## src/rtl/icache_mo_interface.sv

```systemverilog
// Fetch-side bridge to the instruction cache: up to DEPTH in-order reads in flight,
// each response tagged with its PC, stale responses dropped after a pipeline flush.
module icache_mo_interface #(
  parameter int XLEN   = 32,
  parameter int DATA_W = 32,
  parameter int DEPTH  = 4
) (
  input  logic                       clk_i,
  input  logic                       rst_n_i,
  input  logic                       flush_i,
  input  logic [XLEN-1:0]            pc_i,
  input  logic                       read_req_i,
  output logic                       read_ready_o,
  output logic [DATA_W-1:0]          data_o,
  output logic [XLEN-1:0]            pc_o,
  output logic                       read_done_o,
  output logic [XLEN-1:0]            addr_o,
  output logic                       addr_valid_o,
  input  logic                       addr_ready_i,
  input  logic [DATA_W-1:0]          data_i,
  input  logic                       data_valid_i,
  output logic                       data_ready_o,
  output logic [$clog2(DEPTH+1)-1:0] outstanding_o
);

  localparam int OW = $clog2(DEPTH + 1);
  localparam int PW = $clog2(DEPTH);

  logic            req_vld_q, req_vld_d;
  logic [XLEN-1:0] req_pc_q, req_pc_d;
  logic [OW-1:0]   outstanding_q, outstanding_d;
  logic [OW-1:0]   drop_cnt_q, drop_cnt_d;
  logic [PW-1:0]   wr_ptr_q, wr_ptr_d;
  logic [PW-1:0]   rd_ptr_q, rd_ptr_d;
  logic [XLEN-1:0] pc_fifo_q [DEPTH];

  logic credit, accept, push, pop;

  always_comb begin
    credit        = (outstanding_q < OW'(DEPTH));
    read_ready_o  = ~req_vld_q & credit & ~flush_i;
    addr_valid_o  = ~flush_i & credit & (req_vld_q | read_req_i);
    addr_o        = req_vld_q ? req_pc_q : pc_i;
    accept        = read_req_i & read_ready_o;
    push          = addr_valid_o & addr_ready_i;
    data_ready_o  = (outstanding_q != '0);
    pop           = data_valid_i & data_ready_o;
    read_done_o   = pop & (drop_cnt_q == '0) & ~flush_i;
    data_o        = data_i;
    pc_o          = pc_fifo_q[rd_ptr_q];
    outstanding_o = outstanding_q;
  end

  always_comb begin
    req_vld_d     = req_vld_q;
    req_pc_d      = req_pc_q;
    wr_ptr_d      = wr_ptr_q;
    rd_ptr_d      = rd_ptr_q;
    drop_cnt_d    = drop_cnt_q;
    outstanding_d = outstanding_q + OW'(push) - OW'(pop);

    if (accept && !addr_ready_i) begin
      req_vld_d = 1'b1;
      req_pc_d  = pc_i;
    end
    if (push) begin
      req_vld_d = 1'b0;
      wr_ptr_d  = wr_ptr_q + PW'(1);
    end
    if (pop) begin
      rd_ptr_d = rd_ptr_q + PW'(1);
      if (drop_cnt_q != '0) drop_cnt_d = drop_cnt_q - OW'(1);
    end
    // No push can happen during a flush, so every read still in flight after the pop is stale.
    if (flush_i) begin
      req_vld_d  = 1'b0;
      drop_cnt_d = outstanding_q - OW'(pop);
    end
  end

  always_ff @(posedge clk_i or negedge rst_n_i) begin
    if (!rst_n_i) begin
      req_vld_q     <= 1'b0;
      outstanding_q <= '0;
      drop_cnt_q    <= '0;
      wr_ptr_q      <= '0;
      rd_ptr_q      <= '0;
    end else begin
      req_vld_q     <= req_vld_d;
      outstanding_q <= outstanding_d;
      drop_cnt_q    <= drop_cnt_d;
      wr_ptr_q      <= wr_ptr_d;
      rd_ptr_q      <= rd_ptr_d;
    end
  end

  // Address storage carries no control meaning on its own, so it is left unreset.
  always_ff @(posedge clk_i) begin
    req_pc_q <= req_pc_d;
    if (push) pc_fifo_q[wr_ptr_q] <= addr_o;
  end

endmodule

```

## config.mk

```make
export PLATFORM = sky130hd
export DESIGN_NAME = icache_mo_interface
export DESIGN_NICKNAME = d
export VERILOG_FILES = /design/src/rtl/icache_mo_interface.sv
export SDC_FILE = /design/constraint.sdc
export NUM_CORES = 1
export LEC_CHECK = 0
export BUFFER_PORTS_ARGS = -buffer_cell sky130_fd_sc_hd__clkbuf_2
export CAP_MARGIN = 5
export CORE_ASPECT_RATIO = 1.75
export CORE_MARGIN = 5
export CORE_UTILIZATION = 48
export DETAILED_ROUTE_END_ITERATION = 16
export GPL_ROUTABILITY_DRIVEN = 0
export HOLD_SLACK_MARGIN = 0.03
export PLACE_DENSITY = 0.74
export SYNTH_ARGS = -nofsm -noshare
export SYNTH_HDL_FRONTEND = slang
export SYNTH_SLANG_ARGS = --single-unit
```

## constraint.sdc

```tcl
create_clock -name clk_i -period 2.1 [get_ports clk_i]
set_clock_uncertainty 0.05 [all_clocks]
set_input_delay 0.315 -clock clk_i [delete_from_list [all_inputs] [get_ports clk_i]]
set_output_delay 0.315 -clock clk_i [all_outputs]
set_load 0.05 [all_outputs]
```

==> parameters.txt, run 1 <==
Parameter                              Value

Pwr
  Cell area power density ... 1430 nW/um2
  Highest ir drop seen on vdd ... 1.04 mV
  Design internal power ... 8020 uW
  Proportion of power drawn by combinational gates ... 43.4%
  Fraction of power spent switching nets ... 37.2%
  Leakage dissipation ... 0.00319 uW
  Portion of total power attributed to the clock network ... 23.2%
  Sequential power share ... 33.5%
  Switching Power ... 4750 uW

Routing
  Drt total wl ... 13,800 um
  Met1 Wirelength ... 4900 um
  DR WL/cell ... 20.9 um
  Starting DRT DRC Count ... 199
  Met3 wire len ... 686 um
  Highest metal layer with signal wires ... met4
  Detail Route Antenna Nets ... 0
  Total via count in the routed design ... 3,493
  DR WL met2 ... 7960 um
  Residual DRC ... 0
  Vias per Instance ... 5.30
  Detailed-routing iteration count for the pre-antenna-repair pass ... 4

Outcome
  Failing checks ... setup timing
  Status ... complete, but fails checks

Floorplanning
  Number of ports placed on the die boundary ... 173
  Row cnt ... 58
  Die W ... 101 um
  Standard cell core area ... 14,300 um2
  Vertical die dimension ... 169 um
  Initial cell density of the core ... 48.5%
  Die Area ... 17,100 um2

Setup path
  Required @ worst endpoint ... 1740 ps
  Critical setup path kind ... flop to output pin
  Data arrival at the endpoint of the critical path ... 1850 ps
  Category of the worst setup path launch point ... flop
  Critical Path Fanout Max ... 6
  Worst setup EP type ... output pin

Synthesis
  Commonest register cell after synthesis ... edfxtp_1
  Most frequent cells after synthesis ... 160 x edfxtp_1, 36 x buf_4, 32 x mux2_2, 32 x mux4_2, 11 x dfrtp_1
  Leading post-synthesis cells by cell area ... edfxtp_1 69%, mux4_2 10%, mux2_2 5.2%
  Fraction of the yosys area taken by sequential cells ... 73.2%
  Synth Register Bits ... 171
  Cell area after technology mapping ... 6940 um2
  Fraction of post-synthesis cell area in the top cell type by area ... 69.3%
  Instance count of the mapped netlist ... 338
  Post-synth EDFFs ... 160
  Post-synthesis area per instance ... 20.5 um2
  Async S/R FF share, synth ... 6.43%
  Net count after synthesis ... 417
  Count of cell types in the netlist ... 31
  Most frequently used cell type in the post-synthesis netlist ... edfxtp_1
  Number of warnings printed during yosys synthesis ... 0
  Cell type with the largest total area after synthesis ... edfxtp_1

Clock network
  Total clock buffers created by CTS ... 17
  Clk_lat worst skew ... 410 ps
  Largest buffer count on any clock path ... 2
  Clock-pin slew on the worst setup and hold paths ... 60 ps
  TritonCTS clock tree ... done
  Clk sinks ... 171
  H-tree level count ... 4
  Clock root buffer ... clkbuf_16

Placement
  Instance count after placement with tap cells included ... 595
  Number of port buffers ... 108
  Final HPWL DP ... 8660 um

STA
  Aggregate negative setup slack ... -1280 ps
  Transition time at the pin with the least slew margin ... 295 ps
  Final Hold Slack ... 45.4 ps
  F_max ... 0.452 GHz
  Final period demand of the worst path ... 2210 ps
  Max Transition Viols Final ... 0
  Final setup fails ... 23
  RSZ-0062 raised after global routing ... yes
  Final worst setup slack ... -111 ps
  Share of the clock period used by the worst path after layout ... 105%
  Slew headroom ... 80.3%
  Final Hold Violating Endpoints ... 0

Final layout
  NumNets Final ... 545
  Relative area change from synthesis to final layout ... 28.9%
  Register Area ... 5090 um2
  Multi-input combinational cell area ... 1540 um2
  Number of non-filler instances in the completed layout ... 659
  Fraction of layout instances using a drive strength above 1 ... 51.1%
  Filler Cells Inserted ... 991
  Ant. Diodes ... 0

Global routing
  GRT overflow ... 0
  Pin count of the biggest net entering global routing ... 33
  Initial antenna violation count ... 0
  First-pass GRT wire length ... 21,000 um
  Gr usage total ... 16.6%
  Via count of the first global-routing pass ... 3,810

Run
  Maximum capacitance violations ... 0

Worst hold path
  Type of the most critical hold path ... primary input to flop
## cell type report
class / instances / share of cell area (%)
clock buffer: 17 / 4.76
clock inverter: 15 / 1.68
tap: 180 / 2.52
inverter: 7 / 0.294
multi-input combinational: 114 / 17.2
timing repair buffer: 155 / 16.7
sequential: 171 / 56.9
## logic make-up (layout without fill, tap and decap cells)
| family | count (synthesis) | count (layout) | share of synthesized area (%) |
|---|---|---|---|
| flops | 171 | 171 | 73.2 |
| mux | 65 | 65 | 15.8 |
| buf+inv | 53 | 194 | 5.03 |
| simple gates | 21 | 21 | 1.95 |
| compound gates | 12 | 12 | 1.39 |
| fa+ha+maj | 9 | 9 | 1.73 |
| xor+xnor | 7 | 7 | 0.884 |
## layout by cell type, fill, tap and decap left out, types with 10 or more instances in the layout
cell / count
buf_12: 10
buf_2: 11
buf_4: 13
buf_8: 28
clkbuf_16: 17
clkbuf_2: 44
clkbuf_4: 18
dlygate4sd3_1: 24
edfxtp_1: 160
mux2_2: 32
mux4_2: 32
## sequential cells by signal (all words and copies together) (netlist names)
register / cells
wr_ptr_q: 2
rd_ptr_q: 2
pc_fifo_q: 128
req_vld_q: 1
drop_cnt_q: 3
req_pc_q: 32
outstanding_o: 3
## critical path: stages, from the launching register on
cell and delay [ps]:
dfrtp_2 430, buf_4 150, buf_12 120, mux4_2 550
buf_8 180
## repair_timing
action                                 4_1_cts  5_1_grt
gates cloned                                 3        0
setup buffers                                4        2
hold buffers                                22        2
gates resized for setup                     90       48
setup endpoints to repair                   64       65
endpoints found under the hold margin       32        2
## path summary, 6_finish.rpt
check	start	depth (start not counted)	end	slack, ps
max in group asynchronous	rst_n_i	2	rd_ptr_q[1]	1500
setup reg to reg	outstanding_o[2]	7	outstanding_o[2]	90
hold / removal	pc_i[16]	1	req_pc_q[16]	50
hold reg to reg	wr_ptr_q[1]	1	wr_ptr_q[1]	540
setup / recovery	rd_ptr_q[0]	4	pc_o[20]	-110
min in group asynchronous	rst_n_i	2	outstanding_o[2]	250
## routing by layer
layer | global-route usage (%) | up-vias
li1 | - | 1567
met2 | 30.0 | 95
met3 | 3.22 | 21
met5 | 0 | -
met1 | 18.9 | 1810
met4 | 6.92 | 0
## power groups by stage
stage | clock network [uW] | registers, uW | logic, uW
6_report | 2960 | 4270 | 5540
5_1_grt | 3190 | 4300 | 5790
3_5_place_dp | 0 | 4350 | 4400
4_1_cts | 3030 | 4280 | 5370
3_3_place_gp | 0 | 4320 | 4310
2_1_floorplan | 0 | 4360 | 3540
## stage by stage
| stage | util, % | total power (uW) | setup WS, ps | cell area [um2] |
|---|---|---|---|---|
| 3_3_place_gp | 53.2 | 8630 | 243 | 7600 |
| 2_1_floorplan | - | 7900 | -86.4 | 6970 |
| 5_1_grt | 62.6 | 13300 | -165 | 8940 |
| 4_1_cts | 62.0 | 12700 | -148 | 8860 |
| 6_report | 62.6 | 12800 | -111 | 8940 |
| 3_5_place_dp | 53.2 | 8750 | 193 | 7600 |
Power figures use the tool's default switching activity.
==> run 2, diff against run 1 <==
Settings changed: CELL_PAD_IN_SITES_DETAIL_PLACEMENT from default to 1, CELL_PAD_IN_SITES_GLOBAL_PLACEMENT from default to 1, CORE_UTILIZATION 48 to 40, PLACE_DENSITY 0.74 to 0.76.
==> parameters.txt, run 2 (synthesized netlist as in run 1, its figures left out) <==
Parameter                              Value

Outcome
  Failing checks ... setup timing
  Status ... complete, but fails checks

Final layout
  Fraction of layout instances using a drive strength above 1 ... 51.2%
  Post-route cell area ... 9450 um2
  Ant. Diodes ... 0
  Relative area change from synthesis to final layout ... 36.2%
  Filler Cells Inserted ... 1,522
  NumNets Final ... 560
  Largest registers ... pc_fifo_q: 128 flops, req_pc_q: 32 flops
  Most common cell after layout, fill and taps aside ... edfxtp_1
  Flip-flop count of the largest register, all copies and words added ... 128
  Number of non-filler instances in the completed layout ... 721
  Register Area ... 5080 um2
  Commonest non-fill, non-tap cells in the layout ... 160 x edfxtp_1, 42 x clkbuf_2, 36 x buf_6
  Largest Register ... pc_fifo_q
  Multi-input combinational cell area ... 1630 um2

Global routing
  Via count of the first global-routing pass ... 4,106
  Gr usage total ... 16.4%
  Initial antenna violation count ... 0
  First-pass GRT wire length ... 23,800 um
  GRT overflow ... 0
  Pin count of the biggest net entering global routing ... 33

Clock network
  Clk_lat worst skew ... 420 ps
  Clock-pin slew on the worst setup and hold paths ... 70 ps
  Clk sinks ... 171
  H-tree level count ... 4
  Clock root buffer ... clkbuf_16
  TritonCTS clock tree ... done
  Largest buffer count on any clock path ... 2
  Total clock buffers created by CTS ... 17

Setup path
  Critical setup path kind ... flop to output pin
  Required @ worst endpoint ... 1740 ps
  Category of the worst setup path launch point ... flop
  Worst setup EP type ... output pin
  Critical Path Fanout Max ... 10
  Data arrival at the endpoint of the critical path ... 1830 ps

Pwr
  Proportion of power drawn by combinational gates ... 44.0%
  Highest ir drop seen on vdd ... 1.02 mV
  Leakage dissipation ... 0.00343 uW
  Cell area power density ... 1400 nW/um2
  Overall power after layout ... 13,300 uW
  Fraction of power spent switching nets ... 37.3%
  Switching Power ... 4950 uW
  Design internal power ... 8310 uW
  Sequential power share ... 32.3%
  Portion of total power attributed to the clock network ... 23.8%

Floorplanning
  Initial cell density of the core ... 40.7%
  Number of ports placed on the die boundary ... 173
  Standard cell core area ... 17,000 um2
  Die Area ... 20,200 um2
  Die W ... 110 um
  Row cnt ... 63
  Vertical die dimension ... 184 um

STA
  Transition time at the pin with the least slew margin ... 312 ps
  F_max ... 0.456 GHz
  Final setup fails ... 32
  RSZ-0062 raised after global routing ... yes
  Slew headroom ... 79.2%
  Final worst setup slack ... -91.9 ps
  Final period demand of the worst path ... 2190 ps
  Max Transition Viols Final ... 0
  Final Hold Violating Endpoints ... 0
  Share of the clock period used by the worst path after layout ... 104%

Placement
  Placement-stage cell area ... 7700 um2
  Final HPWL DP ... 9910 um
  Number of port buffers ... 108
  Instance count after placement with tap cells included ... 645

Worst hold path
  Type of the most critical hold path ... primary input to flop

Routing
  Total via count in the routed design ... 3,651
  Drt total wl ... 17,100 um
  Detail Route Antenna Nets ... 0
  Detailed-routing iteration count for the pre-antenna-repair pass ... 5
  Vias per Instance ... 5.06
  DR WL/cell ... 23.7 um
  Residual DRC ... 0
  Starting DRT DRC Count ... 174

Run
  Maximum capacitance violations ... 0
run 2: cell types whose count changed in the layout (fill, tap and decap cells not counted), moves of 3 or more:
cell / before / now
mux2_2: 32 / 8
mux2_4: 1 / 25
buf_2: 11 / 0
clkbuf_4: 18 / 0
inv_6: 2 / 5
dlygate4sd3_1: 24 / 31
clkbuf_16: 17 / 21
buf_6: 1 / 36
run 2: timing repair:
action	CTS	global route
hold buffers	31	0
gates resized for setup	82	164
buffers inserted	1	6
endpoints found under the setup margin	65	65
pin swaps	0	1
endpoints found under the hold margin	41	0
gates cloned	0	6
run 2: power groups by stage:
stage	Clock (uW)	Sequential, uW	Combinational (uW)
finish	3150	4280	5830
floorplan	0	4360	3540
detailed placement	0	4360	4460
CTS	3210	4290	5140
global placement	0	4330	4390
global route	3420	4310	6080
run 2: worst paths after layout:
check,startpoint,end,slack [ps],cells after the start
worst max-delay path,rd_ptr_q[0],pc_o[6],-90,4
worst min-delay path,pc_i[13],req_pc_q[13],60,1
min in group asynchronous,rst_n_i,outstanding_o[0],250,2
worst max register to register,req_vld_q,req_pc_q[23],130,6
worst min register to register,rd_ptr_q[1],rd_ptr_q[1],460,1
max in group asynchronous,rst_n_i,rd_ptr_q[1],1490,2
run 2: critical path, stage by stage (launching register included):
cell,delay (ps)
dfrtp_2,380
buf_12,140
buf_12,150
mux4_2,550
buf_8,180
run 2: layout make-up:
class / instances / share of cell area (%)
Timing Repair Buffer: 170 / 19.3
Inverter: 7 / 0.278
Tap cell: 227 / 3.00
Sequential cell: 171 / 53.8
Clock buffer: 17 / 4.50
Multi-Input combinational cell: 114 / 17.3
Clock inverter: 15 / 1.85
run 2: metrics by stage:
step	utilization, %	setup slack (ps)	hold slack, ps	TNS, ps
CTS	52.6	-126	31.7	-2650
detailed placement	45.2	169	170	0
global route	55.5	-163	32.0	-4450
floorplan	-	-86.4	-30.6	-303
global placement	45.2	232	161	0
finish	55.5	-91.9	56.0	-2080
run 2: layer usage:
layer | routed length, um | GRT usage, % | share of wire (%) | vias up
li1 | - | - | - | 1598
met1 | 6090 | 17.5 | 36 | 1935
met2 | 10100 | 30.3 | 59 | 95
met3 | 574 | 3.72 | 3.4 | 23
met4 | 349 | 6.74 | 2.0 | 0
met5 | 0 | 0 | 0 | -
==> run 3, diff against run 2 <==
Settings changed: BUFFER_PORTS_ARGS -buffer_cell sky130_fd_sc_hd__clkbuf_2 to default, CORE_UTILIZATION 40 to 48, DONT_BUFFER_PORTS from default to 1.
==> parameters.txt, run 3 (synthesized netlist as in run 1, its figures left out) <==
Parameter                              Value

Worst hold path
  WHS Path Cells ... 2
  Type of the most critical hold path ... primary input to flop
  WHS Endpoint ... drop_cnt_q[0]
  Hold_sp ... flush_i

Pwr
  Leakage dissipation ... 0.00264 uW
  Cell area power density ... 1410 nW/um2
  Highest ir drop seen on vdd ... 0.776 mV
  Overall power after layout ... 11,300 uW

Global routing
  Initial antenna violation count ... 0
  First-pass GRT wire length ... 21,700 um
  Pin count of the biggest net entering global routing ... 22
  GRT overflow ... 0
  Via count of the first global-routing pass ... 3,652
  Gr usage total ... 17.4%

Routing
  Vias per Instance ... 5.63
  Detail Route Antenna Nets ... 0
  Drt total wl ... 14,000 um
  DR WL/cell ... 24.9 um
  Starting DRT DRC Count ... 135
  Residual DRC ... 0
  Detailed-routing iteration count for the pre-antenna-repair pass ... 4
  Total via count in the routed design ... 3,162

Final layout
  Number of non-filler instances in the completed layout ... 562
  Largest Register ... pc_fifo_q
  NumNets Final ... 449
  Fraction of layout instances using a drive strength above 1 ... 34.0%
  Largest registers ... pc_fifo_q: 128 flops, req_pc_q: 32 flops
  Commonest non-fill, non-tap cells in the layout ... 160 x edfxtp_1, 35 x dlygate4sd3_1, 32 x mux4_2, 32 x mux2_2, 18 x buf_4
  Filler Cells Inserted ... 1,210
  Flip-flop count of the largest register, all copies and words added ... 128
  Relative area change from synthesis to final layout ... 15.8%
  Ant. Diodes ... 0
  Most common cell after layout, fill and taps aside ... edfxtp_1

STA
  Transition time at the pin with the least slew margin ... 609 ps
  Max Transition Viols Final ... 0
  Final setup fails ... 0
  RSZ-0062 raised after global routing ... yes
  F_max ... 0.479 GHz
  Final Hold Slack ... 99.5 ps
  Final period demand of the worst path ... 2090 ps
  Share of the clock period used by the worst path after layout ... 99.3%
  Slew headroom ... 59.3%
  Final Hold Violating Endpoints ... 0

Clock network
  Largest buffer count on any clock path ... 2
  TritonCTS clock tree ... done
  Clock root buffer ... clkbuf_16
  Clk_lat worst skew ... 410 ps
  Clk sinks ... 171
  Total clock buffers created by CTS ... 17
  H-tree level count ... 4
  Clock-pin slew on the worst setup and hold paths ... 60 ps

Setup path
  Crit-path leading delay family ... multiplexers
  Critical Path Fanout Max ... 19
  Highest-delay cell along the critical path ... mux4_2
  Delay of the slowest cell on the worst path ... 700 ps
  Category of the worst setup path launch point ... flop
  Worst setup EP type ... output pin
  Critical setup path kind ... flop to output pin
  Ordered list of cells on the worst path ... buf_12, mux4_2
  Data arrival at the endpoint of the critical path ... 1720 ps
  Buffering stage count on the worst path with inverters included ... 1
  RR Startpoint ... outstanding_o[2]
  Register-to-Register Setup Slack ... 210 ps
  Required @ worst endpoint ... 1740 ps
  Terminus of the critical flop-to-flop path ... req_vld_q
  Worst Reg-to-Reg Cells ... 5

Floorplanning
  Vertical die dimension ... 169 um
  Number of ports placed on the die boundary ... 173
  Standard cell core area ... 14,300 um2
  Die W ... 101 um
  Row cnt ... 58
  Die Area ... 17,100 um2
  Initial cell density of the core ... 48.5%

Placement
  Final HPWL DP ... 9240 um
  Number of port buffers ... 0
  Instance count after placement with tap cells included ... 496

Run
  Maximum capacitance violations ... 0

Outcome
  Status ... complete, no violations
[run 3: cell types whose count changed in the layout (fill, tap and decap cells not counted), moves of 5 or more]
cell | previous run | this run
buf_6 | 36 | 0
buf_8 | 27 | 1
clkbuf_2 | 42 | 0
clkbuf_8 | 5 | 0
mux2_4 | 25 | 1
mux2_2 | 8 | 32
buf_12 | 11 | 5
[run 3: per-stage QoR]
step / TNS (ps) / utilization [%] / instance area (um2) / setup WS, ps
6_report: 0 / 56.2 / 8030 / 13.7
5_1_grt: -1650 / 56.2 / 8030 / -60.7
4_1_cts: -762 / 56.2 / 8030 / -38.9
3_5_place_dp: 0 / 49.8 / 7120 / 226
3_3_place_gp: 0 / 49.8 / 7120 / 269
2_1_floorplan: -303 / - / 6970 / -86.4
[run 3: how the worst max path moves through the flow]
| stage | from | slack [ps] | cells after the start | to |
|---|---|---|---|---|
| final | rd_ptr_q[0] | 10 | 2 | pc_o[29] |
| after global routing | rd_ptr_q[0] | -60 | 2 | pc_o[24] |
| after CTS | rd_ptr_q[0] | -40 | 2 | pc_o[29] |
| after detailed placement | outstanding_o[2] | 230 | 6 | outstanding_o[2] |
| after global placement | outstanding_o[2] | 270 | 6 | outstanding_o[2] |
| after floorplan | outstanding_o[2] | -90 | 7 | outstanding_o[2] |
[run 3: layout make-up]
type,instances,area (um2),share of cell area [%]
Sequential cell,171,5080,63.3
Multi-Input combinational cell,114,1540,19.2
Timing Repair Buffer,59,601,7.48
Clock buffer,19,433,5.39
Tap cell,180,225,2.80
Clock inverter,12,124,1.54
Inverter,7,26.3,0.327
[run 3: repair_timing]
item	CTS	global route
resized for setup	2	0
setup endpoints to repair	26	32
endpoints found under the hold margin	47	0
buffers inserted	0	0
hold buffers	35	0
[run 3: routing by layer]
layer	track usage [%]	vias to the layer above	part of all wire, %
li1	-	1363	-
met1	19.2	1663	36
met2	30.5	101	56
met3	5.11	35	5.8
met4	7.68	0	2.6
met5	0	-	0
[run 3: report_power, final]
part           switching [uW]  total (uW)  internal [uW]
Sequential                157        4250           4090
Combinational            2940        4120           1180
Clock                    1220        2960           1740
